--- src/rtl/seg7_pkg.sv ---
// -----------------------------------------------------------------------------
// seg7_pkg
// Shared definitions for the multiplexed seven-segment scan driver:
//   - scan FSM state encoding (BLANK / DRIVE)
//   - active-low segment patterns {g,f,e,d,c,b,a} for 0-9, the '-' code and
//     the all-off pattern
//   - helper functions for digit validity checking and anode selection
// No ports (package).
// -----------------------------------------------------------------------------
package seg7_pkg;

   // Scan state: BLANK is the one-cycle anti-ghosting gap between digits.
   typedef enum logic [0:0] {
      ST_BLANK = 1'b0,
      ST_DRIVE = 1'b1
   } scan_state_e;

   // Active-low segment patterns, bit order {g,f,e,d,c,b,a}.
   localparam logic [6:0] SEG_0    = 7'b1000000;
   localparam logic [6:0] SEG_1    = 7'b1111001;
   localparam logic [6:0] SEG_2    = 7'b0100100;
   localparam logic [6:0] SEG_3    = 7'b0110000;
   localparam logic [6:0] SEG_4    = 7'b0011001;
   localparam logic [6:0] SEG_5    = 7'b0010010;
   localparam logic [6:0] SEG_6    = 7'b0000010;
   localparam logic [6:0] SEG_7    = 7'b1111000;
   localparam logic [6:0] SEG_8    = 7'b0000000;
   localparam logic [6:0] SEG_9    = 7'b0010000;
   localparam logic [6:0] SEG_DASH = 7'b0111111;
   localparam logic [6:0] SEG_OFF  = 7'h7F;

   // All anodes released (active-low).
   localparam logic [3:0] AN_OFF   = 4'hF;

   // True when a nibble is not a legal BCD digit.
   function automatic logic nibble_invalid(input logic [3:0] nib);
      return (nib > 4'd9);
   endfunction

   // True when any of the four nibbles is not a legal BCD digit.
   function automatic logic has_invalid_digit(input logic [15:0] digits);
      logic bad;
      bad = 1'b0;
      for (int i = 0; i < 4; i++) begin
         bad = bad | nibble_invalid(digits[4*i +: 4]);
      end
      return bad;
   endfunction

   // Active-low one-cold anode pattern for a scan index.
   function automatic logic [3:0] anode_for(input logic [1:0] idx);
      logic [3:0] an_v;
      case (idx)
         2'd0:    an_v = 4'b1110;
         2'd1:    an_v = 4'b1101;
         2'd2:    an_v = 4'b1011;
         2'd3:    an_v = 4'b0111;
         default: an_v = AN_OFF;
      endcase
      return an_v;
   endfunction

endpackage

--- src/rtl/seg7_scan_driver_bcd_to_seg7.sv ---
// -----------------------------------------------------------------------------
// bcd_to_seg7
// Purely combinational BCD to seven-segment decoder. Digits 0-9 map to the
// standard active-low patterns; codes 10-15 show a dash so that corrupt data
// is visible on the display rather than silently misread.
// Ports:
//   bcd    in   4  digit code
//   seg_n  out  7  active-low segments {g,f,e,d,c,b,a}
// -----------------------------------------------------------------------------
module bcd_to_seg7
   import seg7_pkg::*;
(
   input  logic [3:0] bcd,
   output logic [6:0] seg_n
);

   // Digit code to segment pattern lookup.
   always_comb begin
      seg_n = SEG_DASH;
      case (bcd)
         4'd0:    seg_n = SEG_0;
         4'd1:    seg_n = SEG_1;
         4'd2:    seg_n = SEG_2;
         4'd3:    seg_n = SEG_3;
         4'd4:    seg_n = SEG_4;
         4'd5:    seg_n = SEG_5;
         4'd6:    seg_n = SEG_6;
         4'd7:    seg_n = SEG_7;
         4'd8:    seg_n = SEG_8;
         4'd9:    seg_n = SEG_9;
         default: seg_n = SEG_DASH;
      endcase
   end

endmodule

--- src/rtl/seg7_scan_driver.sv ---
// -----------------------------------------------------------------------------
// seg7_scan_driver
// Four-digit multiplexed seven-segment display driver. Holds a BCD digit set
// and decimal points loaded by a strobe, and scans the digits one at a time.
// Each digit slot lasts DIV clocks: one BLANK cycle (all off, to avoid
// ghosting while the anode changes) followed by DIV-1 DRIVE cycles.
//
// Parameters:
//   DIV    clk cycles per digit slot (2..65535)
// Ports:
//   clk    in   1   rising-edge clock
//   rst    in   1   asynchronous active-low reset
//   ld     in   1   load strobe for din / dp_in
//   din    in   16  four BCD digits, [3:0] = digit0 .. [15:12] = digit3
//   dp_in  in   4   decimal points, active-high, bit i = digit i
//   seg    out  7   segments {g,f,e,d,c,b,a}, active-low
//   dp     out  1   decimal point segment, active-low
//   an     out  4   anode select, active-low, bit i = digit i
//   err    out  1   held digit set contains a nibble greater than 9
//
// Build option:
//   SEG7_LEADING_ZERO_BLANK_EN  when defined, leading zero digits (3..1) are
//                               blanked; digit0 always shows.
//
// All outputs come straight from flops. The output flops are loaded from the
// next-state values, so they always agree with the state registers while no
// combinational path exists from ld/din/dp_in to the pins.
// -----------------------------------------------------------------------------
module seg7_scan_driver
   import seg7_pkg::*;
#(
   parameter int unsigned DIV = 1000
)
(
   input  logic        clk,
   input  logic        rst,
   input  logic        ld,
   input  logic [15:0] din,
   input  logic [3:0]  dp_in,
   output logic [6:0]  seg,
   output logic        dp,
   output logic [3:0]  an,
   output logic        err
);

   localparam int unsigned PW         = $clog2(DIV);
   localparam logic [PW-1:0] PRESC_LAST = PW'(DIV - 1);

   // Held data
   logic [15:0]  digit_q, digit_d;
   logic [3:0]   dpr_q,   dpr_d;
   logic         err_q,   err_d;

   // Scan timing
   logic [PW-1:0] presc_q, presc_d;
   scan_state_e   state_q, state_d;
   logic [1:0]    idx_q,   idx_d;
   logic          tick_s;

   // Output flops
   logic [6:0]   seg_q, seg_d;
   logic         dp_q,  dp_d;
   logic [3:0]   an_q,  an_d;

   // Digit selection for the slot about to be shown
   logic [3:0]   cur_nib_s;
   logic         cur_dp_s;
   logic [6:0]   dec_seg_s;
   logic         lz_blank_s;

   assign tick_s = (presc_q == PRESC_LAST);

   // Digit, decimal-point and error registers: load on ld, hold otherwise.
   always_comb begin
      digit_d = digit_q;
      dpr_d   = dpr_q;
      err_d   = err_q;
      if (ld) begin
         digit_d = din;
         dpr_d   = dp_in;
         err_d   = has_invalid_digit(din);
      end else begin
         digit_d = digit_q;
         dpr_d   = dpr_q;
         err_d   = err_q;
      end
   end

   // Free-running prescaler, wraps to zero after DIV-1.
   always_comb begin
      presc_d = presc_q;
      if (tick_s) begin
         presc_d = '0;
      end else begin
         presc_d = presc_q + PW'(1);
      end
   end

   // Scan FSM next state; the index steps on the edge that enters BLANK so
   // the new anode is first used after the blank gap.
   always_comb begin
      state_d = state_q;
      idx_d   = idx_q;
      case (state_q)
         ST_BLANK: begin
            state_d = ST_DRIVE;
            idx_d   = idx_q;
         end
         ST_DRIVE: begin
            if (tick_s) begin
               state_d = ST_BLANK;
               idx_d   = idx_q + 2'd1;
            end else begin
               state_d = ST_DRIVE;
               idx_d   = idx_q;
            end
         end
         default: begin
            state_d = ST_BLANK;
            idx_d   = 2'd0;
         end
      endcase
   end

   // Pick the nibble and decimal point for the next slot from next-state data
   // so that a load on a tick edge is shown at the very next DRIVE.
   always_comb begin
      cur_nib_s = digit_d[3:0];
      cur_dp_s  = dpr_d[0];
      case (idx_d)
         2'd0: begin
            cur_nib_s = digit_d[3:0];
            cur_dp_s  = dpr_d[0];
         end
         2'd1: begin
            cur_nib_s = digit_d[7:4];
            cur_dp_s  = dpr_d[1];
         end
         2'd2: begin
            cur_nib_s = digit_d[11:8];
            cur_dp_s  = dpr_d[2];
         end
         2'd3: begin
            cur_nib_s = digit_d[15:12];
            cur_dp_s  = dpr_d[3];
         end
         default: begin
            cur_nib_s = digit_d[3:0];
            cur_dp_s  = dpr_d[0];
         end
      endcase
   end

`ifdef SEG7_LEADING_ZERO_BLANK_EN
   // A digit is a leading zero when it and every higher digit are zero;
   // digit0 is never blanked so a zero value still shows "0".
   always_comb begin
      lz_blank_s = 1'b0;
      case (idx_d)
         2'd3:    lz_blank_s = (digit_d[15:12] == 4'd0);
         2'd2:    lz_blank_s = (digit_d[15:8]  == 8'd0);
         2'd1:    lz_blank_s = (digit_d[15:4]  == 12'd0);
         default: lz_blank_s = 1'b0;
      endcase
   end
`else
   // Leading zeros are displayed.
   always_comb begin
      lz_blank_s = 1'b0;
   end
`endif

   bcd_to_seg7 u_dec (
      .bcd   (cur_nib_s),
      .seg_n (dec_seg_s)
   );

   // Next output values: everything off in BLANK, selected digit in DRIVE.
   always_comb begin
      an_d  = AN_OFF;
      seg_d = SEG_OFF;
      dp_d  = 1'b1;
      if (state_d == ST_DRIVE) begin
         an_d = anode_for(idx_d);
         dp_d = ~cur_dp_s;
         if (lz_blank_s) begin
            seg_d = SEG_OFF;
         end else begin
            seg_d = dec_seg_s;
         end
      end else begin
         an_d  = AN_OFF;
         seg_d = SEG_OFF;
         dp_d  = 1'b1;
      end
   end

   // Held data registers.
   always_ff @(posedge clk or negedge rst) begin
      if (!rst) begin
         digit_q <= 16'h0000;
         dpr_q   <= 4'h0;
         err_q   <= 1'b0;
      end else begin
         digit_q <= digit_d;
         dpr_q   <= dpr_d;
         err_q   <= err_d;
      end
   end

   // Scan FSM state, index and prescaler registers.
   always_ff @(posedge clk or negedge rst) begin
      if (!rst) begin
         state_q <= ST_BLANK;
         idx_q   <= 2'd0;
         presc_q <= '0;
      end else begin
         state_q <= state_d;
         idx_q   <= idx_d;
         presc_q <= presc_d;
      end
   end

   // Output registers.
   always_ff @(posedge clk or negedge rst) begin
      if (!rst) begin
         an_q  <= AN_OFF;
         seg_q <= SEG_OFF;
         dp_q  <= 1'b1;
      end else begin
         an_q  <= an_d;
         seg_q <= seg_d;
         dp_q  <= dp_d;
      end
   end

   assign an  = an_q;
   assign seg = seg_q;
   assign dp  = dp_q;
   assign err = err_q;

endmodule

--- config.mk ---
export PLATFORM = sky130hd
export DESIGN_NAME = seg7_scan_driver
export DESIGN_NICKNAME = d
export VERILOG_FILES = /design/src/rtl/seg7_pkg.sv /design/src/rtl/seg7_scan_driver_bcd_to_seg7.sv /design/src/rtl/seg7_scan_driver.sv
export SDC_FILE = /design/constraint.sdc
export NUM_CORES = 1
export LEC_CHECK = 0
export BUFFER_PORTS_ARGS = -buffer_cell sky130_fd_sc_hd__clkbuf_2
export CELL_PAD_IN_SITES_DETAIL_PLACEMENT = 1
export CELL_PAD_IN_SITES_GLOBAL_PLACEMENT = 2
export CORE_UTILIZATION = 35
export CTS_CLUSTER_DIAMETER = 200
export DETAILED_ROUTE_END_ITERATION = 10
export PLACE_DENSITY = 0.77
export SLEW_MARGIN = 20
export SYNTH_ARGS = -nofsm -noshare
export SYNTH_HDL_FRONTEND = slang
export SYNTH_HIERARCHICAL = 1
export SYNTH_SLANG_ARGS = --single-unit
--- constraint.sdc ---
create_clock -name clk -period 3.55 [get_ports clk]
set_clock_uncertainty 0.2 [all_clocks]
set_input_delay 0.1775 -clock clk [delete_from_list [all_inputs] [get_ports clk]]
set_output_delay 0.1775 -clock clk [all_outputs]
set_load 0.05 [all_outputs]
==> results.sh, run 1 <==
export IMPL_status="completed"
export IMPL_die_h_um=83.0
export IMPL_regArea_um2=1170
export IMPL_synth_cell_types=42
export IMPL_yosys_warnings=6
export IMPL_max_slew_margin_pct=40.5
export IMPL_rsz0062_at_grt="false"
export IMPL_finalSetupViolCount=0
export IMPL_antenna_cells=0
export IMPL_drc_errors=0
export IMPL_fin_setup_tns_ns=0
export IMPL_yosysTopAreaCell="dfrtp_1"
export IMPL_drive_above_1_share_pct=35.7
export IMPL_boundaryPins=36
export IMPL_wirelength_mm=5.06
export IMPL_dieArea_um2=6890
export IMPL_start_util_pct=36.2
export IMPL_ys_ff_latch=46
export IMPL_p_leak_nw=1.30
export IMPL_ir_drop_mv=0.214
export IMPL_synth_ff_type="dfrtp_1"
export IMPL_numCtsBuffers=5
export IMPL_cp_max_fo=11
export IMPL_drt_first_iter_violations=83
export IMPL_hpwl_mm=3.49
export IMPL_syn_inst=202
export IMPL_power_density_nw_per_um2=408
export IMPL_core_area_um2=6350
export IMPL_cp_end_kind="register"
export IMPL_synth_edf_count=0
export IMPL_final_cells=340
export IMPL_whs_ns=0.124
export IMPL_cts_sinks=46
export IMPL_placed_area_um2=2560
export IMPL_vias=1672
export IMPL_synthTopCellsByCount="dfrtp_1, nor2_1, mux2_2"
export IMPL_arrival_ns=3.28
export IMPL_firstDrtPassIters=4
export IMPL_routed_via_density=4.92
export IMPL_fill_cells=698
export IMPL_post_cts_setup_buffers=0
export IMPL_cts_hold_buf=21
export IMPL_cts_buffer_depth=2
export IMPL_grtUsageTotal_pct=16.3
export IMPL_syn2layout_area_growth_pct=25.2
export IMPL_power_mw=1.17
export IMPL_avgRoutedWirePerCell_um=14.9
export IMPL_maxSlewViolCount=0
export IMPL_synth_area_leaders="dfrtp_1, dfstp_2, mux2_2"
export IMPL_port_buffers=35
export IMPL_hold_class="input port to register"
export IMPL_grt_pass1_vias=1816
export IMPL_rows=29
export IMPL_clkLatencyLatePin_ns=0.30
export IMPL_ys_seq_area_share_pct=50.8
export IMPL_synth_fp_nets=231
export IMPL_cap_violations=0
export IMPL_multi_input_area_um2=1040
export IMPL_critPathKind="register to register"
export IMPL_final_core_util_pct=45.3
export IMPL_start_kind="register"
export IMPL_dpl_worst_slack_ns=0.342
export IMPL_synth_top_cell_area_share_pct=37.1
export IMPL_period_needed_ns=3.24
export IMPL_grt_max_degree=37
export IMPL_period_share_pct=91.4
export IMPL_antenna_left=0
export IMPL_design_area_um2=2870
export IMPL_cts_root_buf="clkbuf_8"
export IMPL_grt_pass1_wl_mm=8.98
export IMPL_tightest_slew_ns=0.892
export IMPL_fp_dieW_um=83.0
export IMPL_cts_resized=0
export IMPL_yosysMostFrequentCell="dfrtp_1"
export IMPL_htree_levels=2
export IMPL_synthArstFlopShare_pct=100
export IMPL_antenna_found_initial=0
export IMPL_fmax_mhz=308
export IMPL_overflow=0
export IMPL_cts_tree="done"
export IMPL_path_clk_slew_ns=0.09
export IMPL_dp_cells=311
export IMPL_gp_congestion=0.742
export IMPL_required_ns=3.58
export IMPL_hold_violations=0
export IMPL_setup_ws_ns=0.305
export IMPL_nets=291
export IMPL_synthesis_area_um2=2300
export IMPL_avgSynthCellArea_um2=11.4
cells by family after synthesis:
group / after synthesis / share of synthesized area [%]
XOR/XNOR: 9 / 3.43
adder cells (fa/ha/maj): 6 / 3.27
AO/OA/AOI/OAI: 22 / 5.34
buffers and inverters: 17 / 3.98
flip-flops: 46 / 50.8
multiplexers: 27 / 15.0
AND/OR/NAND/NOR: 75 / 18.2
area by class of cell:
class,instances,area share (%)
Sequential cell,46,40.6
Multi-Input combinational cell,139,36.1
Timing Repair Buffer,64,15.5
Clock buffer,7,3.35
Tap cell,77,3.35
Inverter,6,0.784
Clock inverter,1,0.305
metal layers:
layer	track usage (%)	vias to the layer above	wire length, um
li1	-	805	-
met1	23.3	822	2570
met2	25.2	39	2290
met3	2.98	6	141
met4	4.70	0	61
met5	0	-	0
path summary, 6_finish.rpt:
kind | start | to | cells past startpoint | slack, ns
max in group asynchronous | rst | digit_q[8]$_DFF_PN0_ | 3 | 2.13
worst min register to register | presc_q[0]$_DFF_PN0_ | presc_q[0]$_DFF_PN0_ | 1 | 0.29
worst max-delay path | presc_q[0]$_DFF_PN0_ | seg[3]$_DFF_PN1_ | 12 | 0.31
worst min-delay path | ld | digit_q[11]$_DFF_PN0_ | 2 | 0.12
min in group asynchronous | rst | digit_q[3]$_DFF_PN0_ | 2 | 0.33
worst max register to register | presc_q[0]$_DFF_PN0_ | seg[3]$_DFF_PN1_ | 12 | 0.31
flip-flops by register name (all words and copies together), names as in the netlist:
signal   flops
idx_q        2
presc_q     10
seg          7
state_q      1
err          1
digit_q     16
dp           1
an           4
dpr_q        4
cells in the final DEF, fill, tap and decap left out, types with 2 or more instances in the layout:
cell and n:
a21oi_1 8, and4_1 2, buf_4 8, clkbuf_2 35, clkbuf_8 7, dfrtp_1 34, dfstp_2 12, dlygate4sd3_1 21
ha_1 6, inv_1 6, mux2_2 19, mux2i_1 4, mux4_2 4, nand2_1 15, nand2b_1 9, nand3_1 4
nor2_1 26, nor2b_1 3, nor3_1 2, o21ai_0 9, xnor2_1 5, xor2_1 4
worst max-delay path: stages (launching register included):
cell and delay (ns):
dfrtp_1 0.42, ha_1 0.26, nand4_2 0.16, or4_1 0.38, nor2_1 0.10, mux4_2 0.48, a21oi_1 0.31, inv_1 0.14
ha_1 0.20, or2_4 0.23, a21oi_2 0.13, nor2_1 0.04, nand2b_1 0.14
power by group:
| part | switching, mW | total [mW] | internal (mW) |
|---|---|---|---|
| combinational | 0.136 | 0.226 | 0.0903 |
| sequential | 0.00888 | 0.580 | 0.571 |
| clock | 0.188 | 0.367 | 0.179 |
(Power assumes the default switching activity.)
==> run 2, diff against run 1 <==
- CORE_ASPECT_RATIO: default -> 0.7
- SYNTH_HIERARCHICAL: 1 -> default
==> run 2 against run 1 <==
The run now ends with hold timing left. Worst hold slack worse by 0.13 ns. Highest routed layer unchanged. Critical endpoint is now seg[0]$_DFF_PN1_. Global-route usage rose by 0.35 points. Cell count rose by 5.6%. Critical path type unchanged. Non-clock buffer count decreased by 5. Critical path depth decreased by 3. Combinational power barely moved. Sequential share of layout area is 0.71 points lower. Routed wire length rose by 4.1%.
==> results.sh, run 2 <==
export IMPL_hold_violations=1
export IMPL_routed_via_density=4.81
export IMPL_htree_levels=2
export IMPL_synth_edf_count=0
export IMPL_critPathSlowestCell="or4_4"
export IMPL_period_share_pct=91.1
export IMPL_synth_cell_types=47
export IMPL_yosysTopAreaCell="dfrtp_1"
export IMPL_largest_register="digit_q"
export IMPL_synth_area_leaders="dfrtp_1, dfstp_2, mux2_2"
export IMPL_holdPathStages=3
export IMPL_min_to="digit_q[3]$_DFF_PN0_"
export IMPL_synthArstFlopShare_pct=100
export IMPL_switchingPower_mw=0.313
export IMPL_rows=24
export IMPL_cts_sinks=46
export IMPL_path_clk_slew_ns=0.08
export IMPL_dpl_worst_slack_ns=0.292
export IMPL_finalSetupViolCount=0
export IMPL_reg2regPathDepth=9
export IMPL_reg2reg_slack_ns=0.32
export IMPL_cts_buffer_depth=2
export IMPL_mostFrequentLayoutCells="clkbuf_2, dfrtp_1, nor2_1, mux2_2, dlygate4sd3_1"
export IMPL_post_cts_setup_buffers=0
export IMPL_synthTopCellsByCount="dfrtp_1, nor2_1, mux2_2"
export IMPL_final_core_util_pct=46.0
export IMPL_clkLatencyLatePin_ns=0.29
export IMPL_firstDrtPassIters=4
export IMPL_overflow=0
export IMPL_core_area_um2=6370
export IMPL_grt_pass1_vias=1824
export IMPL_p_int_mw=0.816
export IMPL_antenna_cells=0
export IMPL_required_ns=3.54
export IMPL_wirelength_mm=5.27
export IMPL_avgRoutedWirePerCell_um=14.7
export IMPL_r2r_start="presc_q[0]$_DFF_PN0_"
export IMPL_placed_area_um2=2670
export IMPL_crit_family="simple AND/OR/NAND/NOR gates"
export IMPL_fmax_mhz=309
export IMPL_ys_seq_area_share_pct=49.4
export IMPL_fp_dieW_um=100
export IMPL_vias=1725
export IMPL_status="finished, violations left"
export IMPL_synthesis_area_um2=2360
export IMPL_setup_ws_ns=0.315
export IMPL_maxSlewViolCount=0
export IMPL_antenna_found_initial=0
export IMPL_cp_max_fo=12
export IMPL_power_frac_clock_pct=28.6
export IMPL_largest_reg_flops=16
export IMPL_crit_buf_inv=0
export IMPL_rr_endpoint="seg[0]$_DFF_PN1_"
export IMPL_drt_first_iter_violations=47
export IMPL_violations="hold timing"
export IMPL_synth_top_cell_area_share_pct=36.1
export IMPL_numCtsBuffers=5
export IMPL_critPathKind="register to register"
export IMPL_hpwl_mm=3.97
export IMPL_start_kind="register"
export IMPL_fin_setup_tns_ns=0
export IMPL_cts_root_buf="clkbuf_8"
export IMPL_slowest_delay_ns=0.60
export IMPL_drc_errors=0
export IMPL_grt_pass1_wl_mm=9.09
export IMPL_syn_inst=210
export IMPL_switching_share_pct=27.7
export IMPL_die_h_um=70.7
export IMPL_avgSynthCellArea_um2=11.2
export IMPL_cap_violations=0
export IMPL_ir_drop_mv=0.219
export IMPL_grt_max_degree=28
export IMPL_antenna_left=0
export IMPL_nets=297
export IMPL_rsz0062_at_grt="false"
export IMPL_hold_class="input port to register"
export IMPL_start_util_pct=37.0
export IMPL_synth_fp_nets=240
export IMPL_port_buffers=35
export IMPL_dieArea_um2=7080
export IMPL_grtUsageTotal_pct=16.6
export IMPL_tightest_slew_ns=0.710
export IMPL_design_area_um2=2930
export IMPL_power_density_nw_per_um2=386
export IMPL_max_slew_margin_pct=52.3
export IMPL_synth_ff_type="dfrtp_1"
export IMPL_arrival_ns=3.22
export IMPL_worst_hold_startpoint="din[3]"
export IMPL_crit_top_cell="ha_1"
export IMPL_final_common_cell="clkbuf_2"
export IMPL_p_leak_nw=1.30
export IMPL_comb_power_share_pct=19.8
export IMPL_yosysMostFrequentCell="dfrtp_1"
export IMPL_yosys_warnings=0
export IMPL_gp_congestion=0.743
export IMPL_drive_above_1_share_pct=33.6
export IMPL_path_cells="ha_1 > nand4b_4 > or4_4 > a2111oi_0 > a211o_1 > nand2_1 > ha_1 > nor4_1 > a211oi_1"
export IMPL_ys_ff_latch=46
export IMPL_syn2layout_area_growth_pct=24.0
export IMPL_whs_ns=-0.00901
export IMPL_period_needed_ns=3.23
export IMPL_cts_tree="done"
export IMPL_boundaryPins=36
export IMPL_cp_end_kind="register"
export IMPL_p_seq_share_pct=51.6
[run 2: area by class of cell]
class                           instances  area [um2]
Clock buffer                            8        90.1
Fill cell                             742        3440
Inverter                                9        36.3
Multi-Input combinational cell        146        1120
Sequential cell                        46        1170
Tap cell                               91         114
Timing Repair Buffer                   59         398
[run 2: worst max-delay path by stage]
stage                              start               end  slack [ns]  cells past startpoint
detailed placement  presc_q[0]$_DFF_PN0_  seg[0]$_DFF_PN1_        0.29                      9
floorplan           presc_q[0]$_DFF_PN0_  seg[0]$_DFF_PN1_        0.65                     10
global route        presc_q[0]$_DFF_PN0_  seg[0]$_DFF_PN1_        0.06                      9
global placement    presc_q[0]$_DFF_PN0_  seg[0]$_DFF_PN1_        0.43                      9
finish              presc_q[0]$_DFF_PN0_  seg[0]$_DFF_PN1_        0.32                      9
CTS                 presc_q[0]$_DFF_PN0_  seg[0]$_DFF_PN1_        0.30                      9
[run 2: power groups by stage]
stage                     clock, mW  combinational, mW  sequential [mW]
after floorplan                   0             0.0876            0.649
after global placement            0              0.210            0.592
after detailed placement          0              0.212            0.593
after CTS                     0.336              0.226            0.584
after global routing          0.359              0.244            0.587
final                         0.323              0.223            0.583
[run 2: cell families after synthesis]
kind of cell	after synthesis	synth area share, %
AND/OR/NAND/NOR	71	16.7
flip-flops	46	49.4
multiplexers	31	15.0
AO/OA/AOI/OAI	29	9.18
buffers and inverters	18	3.02
XOR/XNOR	8	2.97
adder cells (fa/ha/maj)	7	3.71
[run 2: per-stage QoR]
stage	std cells	total power, mW
floorplan	210	0.737
global placement	334	0.802
detailed placement	334	0.805
CTS	358	1.15
global route	359	1.19
finish	359	1.13
[run 2: worst reg2reg max path, stage by stage, from the launching register on]
cell	delay (ns)
dfrtp_1	0.40
ha_1	0.28
nand4b_4	0.15
or4_4	0.60
a2111oi_0	0.45
a211o_1	0.23
nand2_1	0.13
ha_1	0.22
nor4_1	0.39
a211oi_1	0.10
[run 2: layer usage]
metal	up-vias	part of all wire [%]	global-route usage (%)
met2	32	40	24.5
met5	-	0	0
met4	0	0.55	2.42
met3	2	3.6	3.36
li1	859	-	-
met1	832	56	25.7
[run 2: what timing repair did]
| action | CTS | global route |
|---|---|---|
| resized for setup | 0 | 0 |
| hold endpoints to repair | 24 | 1 |
| endpoints found under the setup margin | 0 | 0 |
| hold buffers | 16 | 1 |
